$ cat src/rtl/fifo_arb_pkg.sv
// Shared definitions for the round-robin FIFO input arbiter.
// The lock state type is only used when FIFO_ARB_LOCK_EN is defined.
package fifo_arb_pkg;

    // Largest requester count the arbiter is sized for.
    localparam int MAX_REQ = 16;

    // Burst-lock state: IDLE arbitrates every beat, LOCKED pins the grant to one owner.
    typedef enum logic [0:0] {
        ARB_IDLE   = 1'b0,
        ARB_LOCKED = 1'b1
    } arb_state_e;

    // Round-robin successor of idx among n requesters, wrapping to 0.
    function automatic int next_ptr(input int idx, input int n);
        return (idx == n - 1) ? 0 : idx + 1;
    endfunction

endpackage

$ cat src/rtl/fifo_rr_pick.sv
// Combinational rotate-priority encoder: scans eligible requests starting
// at ptr and wrapping to ptr-1, returning the first hit as one-hot and index.
module fifo_rr_pick
    import fifo_arb_pkg::*;
#(
    parameter  int NUM_REQ   = 4,
    localparam int TAG_WIDTH = $clog2(NUM_REQ)
) (
    input  logic [NUM_REQ-1:0]   req,
    input  logic [TAG_WIDTH-1:0] ptr,
    input  logic [NUM_REQ-1:0]   mask,
    output logic [NUM_REQ-1:0]   grant,
    output logic [TAG_WIDTH-1:0] grant_idx,
    output logic                 any
);

    logic [NUM_REQ-1:0] elig;

    assign elig = req & mask;

    // First eligible requester at or after ptr, in circular order.
    always_comb begin : p_search
        int                   pos;
        logic [TAG_WIDTH-1:0] pos_w;
        pos       = 0;
        pos_w     = '0;
        grant     = '0;
        grant_idx = '0;
        any       = 1'b0;
        for (int k = 0; k < NUM_REQ; k++) begin
            pos = int'(ptr) + k;
            if (pos >= NUM_REQ) begin
                pos = pos - NUM_REQ;
            end
            pos_w = TAG_WIDTH'(pos);
            if (!any && elig[pos_w]) begin
                any          = 1'b1;
                grant[pos_w] = 1'b1;
                grant_idx    = pos_w;
            end
        end
    end

endmodule

$ cat src/rtl/fifo_rr_arbiter.sv
// Round-robin arbiter sharing one FIFO input port among NUM_REQ valid/ready
// producers through a single registered output stage tagged with the winner.
// Optional burst lock (req_last port plus IDLE/LOCKED FSM) is compiled in
// when FIFO_ARB_LOCK_EN is defined; the default build arbitrates every beat.
module fifo_rr_arbiter #(
    parameter  int NUM_REQ    = 4,
    parameter  int DATA_WIDTH = 32,
    localparam int TAG_WIDTH  = $clog2(NUM_REQ)
) (
    input  logic                          clk,
    input  logic                          rst,
    input  logic [NUM_REQ-1:0]            req_valid,
    output logic [NUM_REQ-1:0]            req_ready,
    input  logic [NUM_REQ*DATA_WIDTH-1:0] req_data,
`ifdef FIFO_ARB_LOCK_EN
    input  logic [NUM_REQ-1:0]            req_last,
`endif
    output logic                          out_valid,
    input  logic                          out_ready,
    output logic [DATA_WIDTH-1:0]         out_data,
    output logic [TAG_WIDTH-1:0]          out_tag
);

    import fifo_arb_pkg::*;

    if (NUM_REQ < 2 || NUM_REQ > MAX_REQ) begin : g_bad_num_req
        $error("fifo_rr_arbiter: NUM_REQ must be in 2..%0d", MAX_REQ);
    end

    logic                  load;
    logic                  xfer;
    logic                  any;
    logic                  ptr_adv;
    logic [NUM_REQ-1:0]    grant;
    logic [NUM_REQ-1:0]    elig_mask;
    logic [TAG_WIDTH-1:0]  grant_idx;
    logic [DATA_WIDTH-1:0] req_arr [NUM_REQ];

    logic                  out_valid_q, out_valid_d;
    logic [DATA_WIDTH-1:0] out_data_q,  out_data_d;
    logic [TAG_WIDTH-1:0]  out_tag_q,   out_tag_d;
    logic [TAG_WIDTH-1:0]  ptr_q,       ptr_d;

    for (genvar g = 0; g < NUM_REQ; g++) begin : g_unpack
        assign req_arr[g] = req_data[g*DATA_WIDTH +: DATA_WIDTH];
    end

    // The stage can take a new beat when it is empty or being drained this cycle.
    assign load      = !out_valid_q || out_ready;
    assign xfer      = load && any && !rst;
    assign req_ready = (load && !rst) ? grant : '0;

    fifo_rr_pick #(
        .NUM_REQ (NUM_REQ)
    ) u_pick (
        .req       (req_valid),
        .ptr       (ptr_q),
        .mask      (elig_mask),
        .grant     (grant),
        .grant_idx (grant_idx),
        .any       (any)
    );

`ifdef FIFO_ARB_LOCK_EN
    arb_state_e           state_q, state_d;
    logic [TAG_WIDTH-1:0] lock_idx_q, lock_idx_d;

    // Lock state and owner registers.
    always_ff @(posedge clk or posedge rst) begin
        if (rst) begin
            state_q    <= ARB_IDLE;
            lock_idx_q <= '0;
        end else begin
            state_q    <= state_d;
            lock_idx_q <= lock_idx_d;
        end
    end

    // A non-final beat opens a burst; the owner's final beat closes it.
    always_comb begin
        state_d    = state_q;
        lock_idx_d = lock_idx_q;
        case (state_q)
            ARB_IDLE: begin
                if (xfer && !req_last[grant_idx]) begin
                    state_d    = ARB_LOCKED;
                    lock_idx_d = grant_idx;
                end
            end
            ARB_LOCKED: begin
                if (xfer && req_last[grant_idx]) begin
                    state_d = ARB_IDLE;
                end
            end
            default: state_d = ARB_IDLE;
        endcase
    end

    // While locked only the owner is eligible, even if it is momentarily idle.
    always_comb begin
        elig_mask = '1;
        if (state_q == ARB_LOCKED) begin
            elig_mask            = '0;
            elig_mask[lock_idx_q] = 1'b1;
        end
    end

    // Pointer holds during a burst and steps past the owner on its last beat;
    // in LOCKED any transfer comes from the owner, so grant_idx is lock_idx.
    assign ptr_adv = xfer && ((state_q == ARB_IDLE) || req_last[grant_idx]);
`else
    assign elig_mask = '1;
    assign ptr_adv   = xfer;
`endif

    // Pointer moves past the winner of every counted transfer.
    always_comb begin
        ptr_d = ptr_q;
        if (ptr_adv) begin
            ptr_d = TAG_WIDTH'(next_ptr(int'(grant_idx), NUM_REQ));
        end
    end

    // Output stage: refill on load, otherwise hold the pending beat.
    always_comb begin
        out_valid_d = out_valid_q;
        out_data_d  = out_data_q;
        out_tag_d   = out_tag_q;
        if (load) begin
            out_valid_d = any;
            if (any) begin
                out_data_d = req_arr[grant_idx];
                out_tag_d  = grant_idx;
            end
        end
    end

    // Output and pointer registers; reset drops any registered beat.
    always_ff @(posedge clk or posedge rst) begin
        if (rst) begin
            out_valid_q <= 1'b0;
            out_data_q  <= '0;
            out_tag_q   <= '0;
            ptr_q       <= '0;
        end else begin
            out_valid_q <= out_valid_d;
            out_data_q  <= out_data_d;
            out_tag_q   <= out_tag_d;
            ptr_q       <= ptr_d;
        end
    end

    assign out_valid = out_valid_q;
    assign out_data  = out_data_q;
    assign out_tag   = out_tag_q;

endmodule

$ cat config.mk
export PLATFORM = sky130hd
export DESIGN_NAME = fifo_rr_arbiter
export DESIGN_NICKNAME = d
export VERILOG_FILES = /design/src/rtl/fifo_arb_pkg.sv /design/src/rtl/fifo_rr_pick.sv /design/src/rtl/fifo_rr_arbiter.sv
export SDC_FILE = /design/constraint.sdc
export NUM_CORES = 1
export LEC_CHECK = 0
export CAP_MARGIN = 20
export CORE_ASPECT_RATIO = 0.75
export CORE_MARGIN = 5
export CORE_UTILIZATION = 43
export DETAILED_ROUTE_END_ITERATION = 16
export GPL_TIMING_DRIVEN = 0
export PLACE_DENSITY = 0.95
export SYNTH_ARGS = -nofsm -noshare
export SYNTH_HDL_FRONTEND = slang
export SYNTH_SLANG_ARGS = --single-unit
$ cat constraint.sdc
create_clock -name clk -period 9.4 [get_ports clk]
set_input_delay 1.41 -clock clk [delete_from_list [all_inputs] [get_ports clk]]
set_output_delay 1.41 -clock clk [all_outputs]
set_load 0.03 [all_outputs]
# Word-level counts from Yosys, hierarchy flattened
# Cells that the tools add are included.
# word_totals
in_bits	135
output_inout_bits	39
regBits	37
# op_classes
n_bitwise	4
n_reduce_logical	17
n_eq_ne	1
addsub	8
n_lt_le_gt_ge	13
mux	37
# ops
cell	count
32-bit binary-select mux with 2-bit select	1
32-bit two-way mux	2
4-bit two-way mux	5
2-bit two-way mux	9
3-bit >= comparator, second input constant	4
2-bit by 3-bit < comparator with 1-bit output, second input constant	4
1-bit two-way mux	12
4-bit bitwise OR	3
1-bit logical AND	10
1-bit binary-select mux with 2-bit select	4
1-bit demux with 2-bit select	4
2-bit by 1-bit >= comparator with 1-bit output, second input constant	4
2-bit by 1-bit subtractor with 2-bit output, second input constant	4
2-bit by 2-bit adder with 3-bit output, second input constant	2
1-bit logical NOT	5
2-bit by 1-bit adder with 3-bit output, second input constant	1
2-bit by 3-bit >= comparator with 1-bit output, second input constant	1
2-bit inverter with 3-bit output	1
2-bit by 1-bit adder with 2-bit output, second input constant	1
2-bit by 1-bit == test with 1-bit output, second input constant	1
2-bit AND reduction	1
1-bit logical OR	1

# Longest topological paths before layout
# depth
depth_word	18
depth_mapped	15

# By module
# A second synthesis with hierarchy kept.
# hier_totals
cells_unflattened	207
area_unflattened_um2	2835.2
# modules_own_cells
module	area_per_inst_um2	n_inst	cells_each	seq_area_each_um2
fifo_rr_arbiter	2230.9	1	131	925.9
fifo_rr_pick	604.3	1	76	0.0

# Worst setup path after synthesis
# OpenSTA, ideal clock, no wires.
# synth_path
kind	input -> output
start	input port rst
end	output port req_ready[0]
stages	3
n_path_buf	0
arrival_time_ns	2.970
path_slack_ns	5.020
t_required_ns	7.990
path_cell_list	inv_1 -> nand2_1 -> nor2_1
# synth_via
elab_chain_cells	3
# synth_rtl
item	line	source
start: declaration	fifo_rr_arbiter.sv:11	input logic rst,
1-bit logical NOT (no line)	-	
1-bit logical AND	fifo_rr_arbiter.sv:51	assign req_ready = (load && !rst) ? grant : '0;
4-bit two-way mux	fifo_rr_arbiter.sv:51	
end: declaration	fifo_rr_arbiter.sv:13	output logic [NUM_REQ-1:0] req_ready,
# Every way passes these cells.

# Worst setup path after layout
# layout_path
start	input port req_valid[0]
end	output port req_ready[1]
# layout_via
elab_chain_cells	13
# layout_rtl
item	line	source
start: declaration	fifo_rr_arbiter.sv:12	input logic [NUM_REQ-1:0] req_valid,
1-bit binary-select mux with 2-bit select	fifo_rr_pick.sv:36	if (!any && elig[pos_w]) begin
1-bit two-way mux (implied by the code)	fifo_rr_pick.sv:36	
1-bit two-way mux	fifo_rr_pick.sv:36	
1-bit logical NOT	fifo_rr_pick.sv:36	
1-bit logical AND	fifo_rr_pick.sv:36	
1-bit two-way mux	fifo_rr_pick.sv:36	
1-bit logical NOT	fifo_rr_pick.sv:36	
1-bit logical AND	fifo_rr_pick.sv:36	
1-bit two-way mux	fifo_rr_pick.sv:36	
1-bit logical NOT	fifo_rr_pick.sv:36	
1-bit logical AND	fifo_rr_pick.sv:36	
4-bit two-way mux (*)	fifo_rr_pick.sv:36	
4-bit two-way mux (*)	fifo_rr_arbiter.sv:51	
# Mark *: on every way between the ends. The rest lies on a longest branch, timed or not. The select of a mux whose other input is x is not followed.

==> flow_summary.toml <==
[run_status]
status = "completed"

[sta]
fin_setup_tns_ns = 0
timing.hold.ws_ns = 0.493
min_period_over_period = 0.574
hold_violations = 0
worst_pin_slew_ns = 1.01
setup_violations = 0
postLayoutSetupSlackWorst_ns = 4.00
slew_viol_final = 0
max_clock_freq_ghz = 0.185
relSlewSlack = 0.320
rsz0062_at_grt = "no"
skew_ns = 0.00789
fin_crit_ns = 5.40

[cells_and_area]
finalNetCount = 635
area_growth_pct = 63.1
final_cell_mix = "clkdlybuf4s50_1, nand2_1, mux2i_1, dfrtp_1, a21boi_0"
final_area_um2 = 5110
final_common_cell = "clkdlybuf4s50_1"
drive_above_1_share = 0.142
antennaDiodeCount = 0

[grt]
antenna_found_initial = 0
grtUsageTotal = 0.264
first_global_vias = 3634
gr-total-overflow = 0
grt_pass1_wl_um = 19000
grt_max_degree = 39

[route]
via_per_inst = 5.75
vias = 3413
finalWirelength_um = 12100
drtAntennaViolNets = 0
drc = 0
drt-pass1-iter-count = 4
wl_per_cell_um = 20.4
drt_iter0_drc = 214

[place]
dp_slack_ns = 4.03
place_congestion = 0.885
place_area_um2 = 4990
dp_hpwl_um = 9730
io_buffers = 173

[power_and_ir_drop]
switching_power_mw = 0.887
comb_power_share = 0.757
p_clk_frac = 0.083
sw_frac_of_total = 0.490
p_per_area_nw_per_um2 = 354
pwr-share-seq = 0.160
internal-power_mw = 0.924
power.total_mw = 1.81
power_leakage_nw = 2.08
peakVddDrop_v = 0.000199

[worst_setup_path]
arrival_ns = 3.99
timing.rr.start = "ptr_q[0]$_DFFE_PP0P_"
reg2regPathDepth = 15
reg2reg_slack_ns = 5.75
reg2reg_to = "ptr_q[0]$_DFFE_PP0P_"
worst_ep_required_time_ns = 7.99
path_class = "primary input to primary output"
critPathMaxFanout = 9
critPathCaptureType = "primary output"
cp-start-kind = "primary input"

[hold_path]
min-delay-start = "out_data[17]$_DFFE_PP0P_"
holdPathEnd = "out_data[17]$_DFFE_PP0P_"
worstHoldPathType = "register to register"
hold_depth = 2

[floorplan]
start_util = 0.434
core_area_um2 = 7230
die_y_um = 84.0
die_area_um2 = 9120
dieWidth_um = 109
io_pins = 174
row_count = 27

[synthesis]
syn_avg_cell_area_um2 = 10.1
syn_area_um2 = 3140
synth_top_area_frac = 0.295
yosysWarnings = 0
synth_edf_count = 0
synth_fp_nets = 455
synthTopCellsByArea = "dfrtp_1, mux2i_1, a21boi_0"
synth_cells = 312
ys_ff_latch = 37
synth_cell_types = 50
dominantRegCellSynth = "dfrtp_1"
synth_top_area_cell = "dfrtp_1"
synthArstFlopShare = 1.00
ys_seq_area_frac = 0.295

[cts]
clk_latency_ns = 0.30
cts.sinks = 37
cts-htree-levels = 2
cts_buffers = 5
cts_hold_repair.buffers = 0
cts_resized = 0
cts_setup_buffers = 0
cts_tree = "yes"
clockBufferDepth = 2
path_clk_slew_ns = 0.08
cts-root-buf = "clkbuf_8"

[flow_run]
cap_violations = 0
-- per-stage QoR --
step,util,std cells
floorplan,-,312
global placement,0.691,586
detailed placement,0.691,586
CTS,0.708,594
global route,0.708,594
finish,0.708,594
-- power by group through the flow --
stage | sequential, mW | clock [mW] | combinational, mW
after floorplan | 0.425 | 0 | 0.807
after global placement | 0.286 | 0 | 1.31
after detailed placement | 0.289 | 0 | 1.36
after CTS | 0.289 | 0.149 | 1.36
after global routing | 0.299 | 0.156 | 1.46
final | 0.289 | 0.150 | 1.37
-- critical path, cell delays in order --
cell	delay (ns)
clkdlybuf4s50_1	0.56
mux4_2	0.61
nor2b_1	0.17
buf_6	0.15
a22oi_1	0.08
nor2_1	0.12
a221oi_1	0.06
nor2_1	0.13
clkdlybuf4s50_1	0.68
-- cell families after synthesis --
kind of cell / Yosys count / synth area share
adder cells (fa/ha/maj): 8 / 0.0319
AND/OR/NAND/NOR: 72 / 0.104
multiplexers: 42 / 0.144
AO/OA/AOI/OAI: 115 / 0.340
buffers and inverters: 38 / 0.0846
flip-flops: 37 / 0.295
-- worst max path at each step --
stage / from / endpoint / slack (ns) / depth (start not counted)
after floorplan: rst / req_ready[0] / 5.02 / 3
after global placement: rst / req_ready[2] / 3.80 / 5
after detailed placement: req_valid[0] / req_ready[1] / 4.03 / 9
after CTS: req_valid[0] / req_ready[1] / 4.03 / 9
final: req_valid[0] / req_ready[1] / 4.00 / 9
after global routing: req_valid[3] / req_ready[3] / 3.83 / 8
-- Yosys cell counts, types with 2 or more instances --
cell / instances
nand2_1: 40
a211oi_1: 18
ha_1: 8
a22oi_1: 4
buf_12: 3
o221ai_1: 9
buf_8: 2
a21boi_0: 26
a21oi_1: 6
o31ai_1: 5
buf_2: 11
clkbuf_1: 11
a31oi_1: 2
nand2b_1: 4
mux2_2: 2
dfrtp_1: 37
mux4_2: 2
a211oi_2: 9
nor2b_1: 4
buf_6: 5
o31ai_2: 9
nor3_1: 2
or3_1: 2
o221ai_2: 9
mux2i_1: 37
nor3b_1: 2
inv_1: 5
nor2_1: 12
a221oi_1: 4
o21ai_0: 2
-- registers in the layout, indices dropped and copies added, names as in the netlist --
register / cells
out_data: 32
out_tag: 2
ptr_q: 2
out_valid: 1
-- area by class of cell --
cell class,instances,area [um^2]
repair buffers,173,1730
multi-input cells,237,1950
inverters,6,22.5
clock inverters,2,37.5
plain buffers,32,243
clock buffers,6,82.6
fillers,529,2110
flip-flops and latches,37,926
well taps,101,126
-- per-layer routing --
layer,vias to the layer above,part of all wire,GRT usage
met4,0,0.022,0.0688
met2,168,0.51,0.458
met1,1666,0.39,0.328
li1,1556,-,-
met5,-,0,0
met3,23,0.076,0.0588
Power figures use the tool's default switching activity.
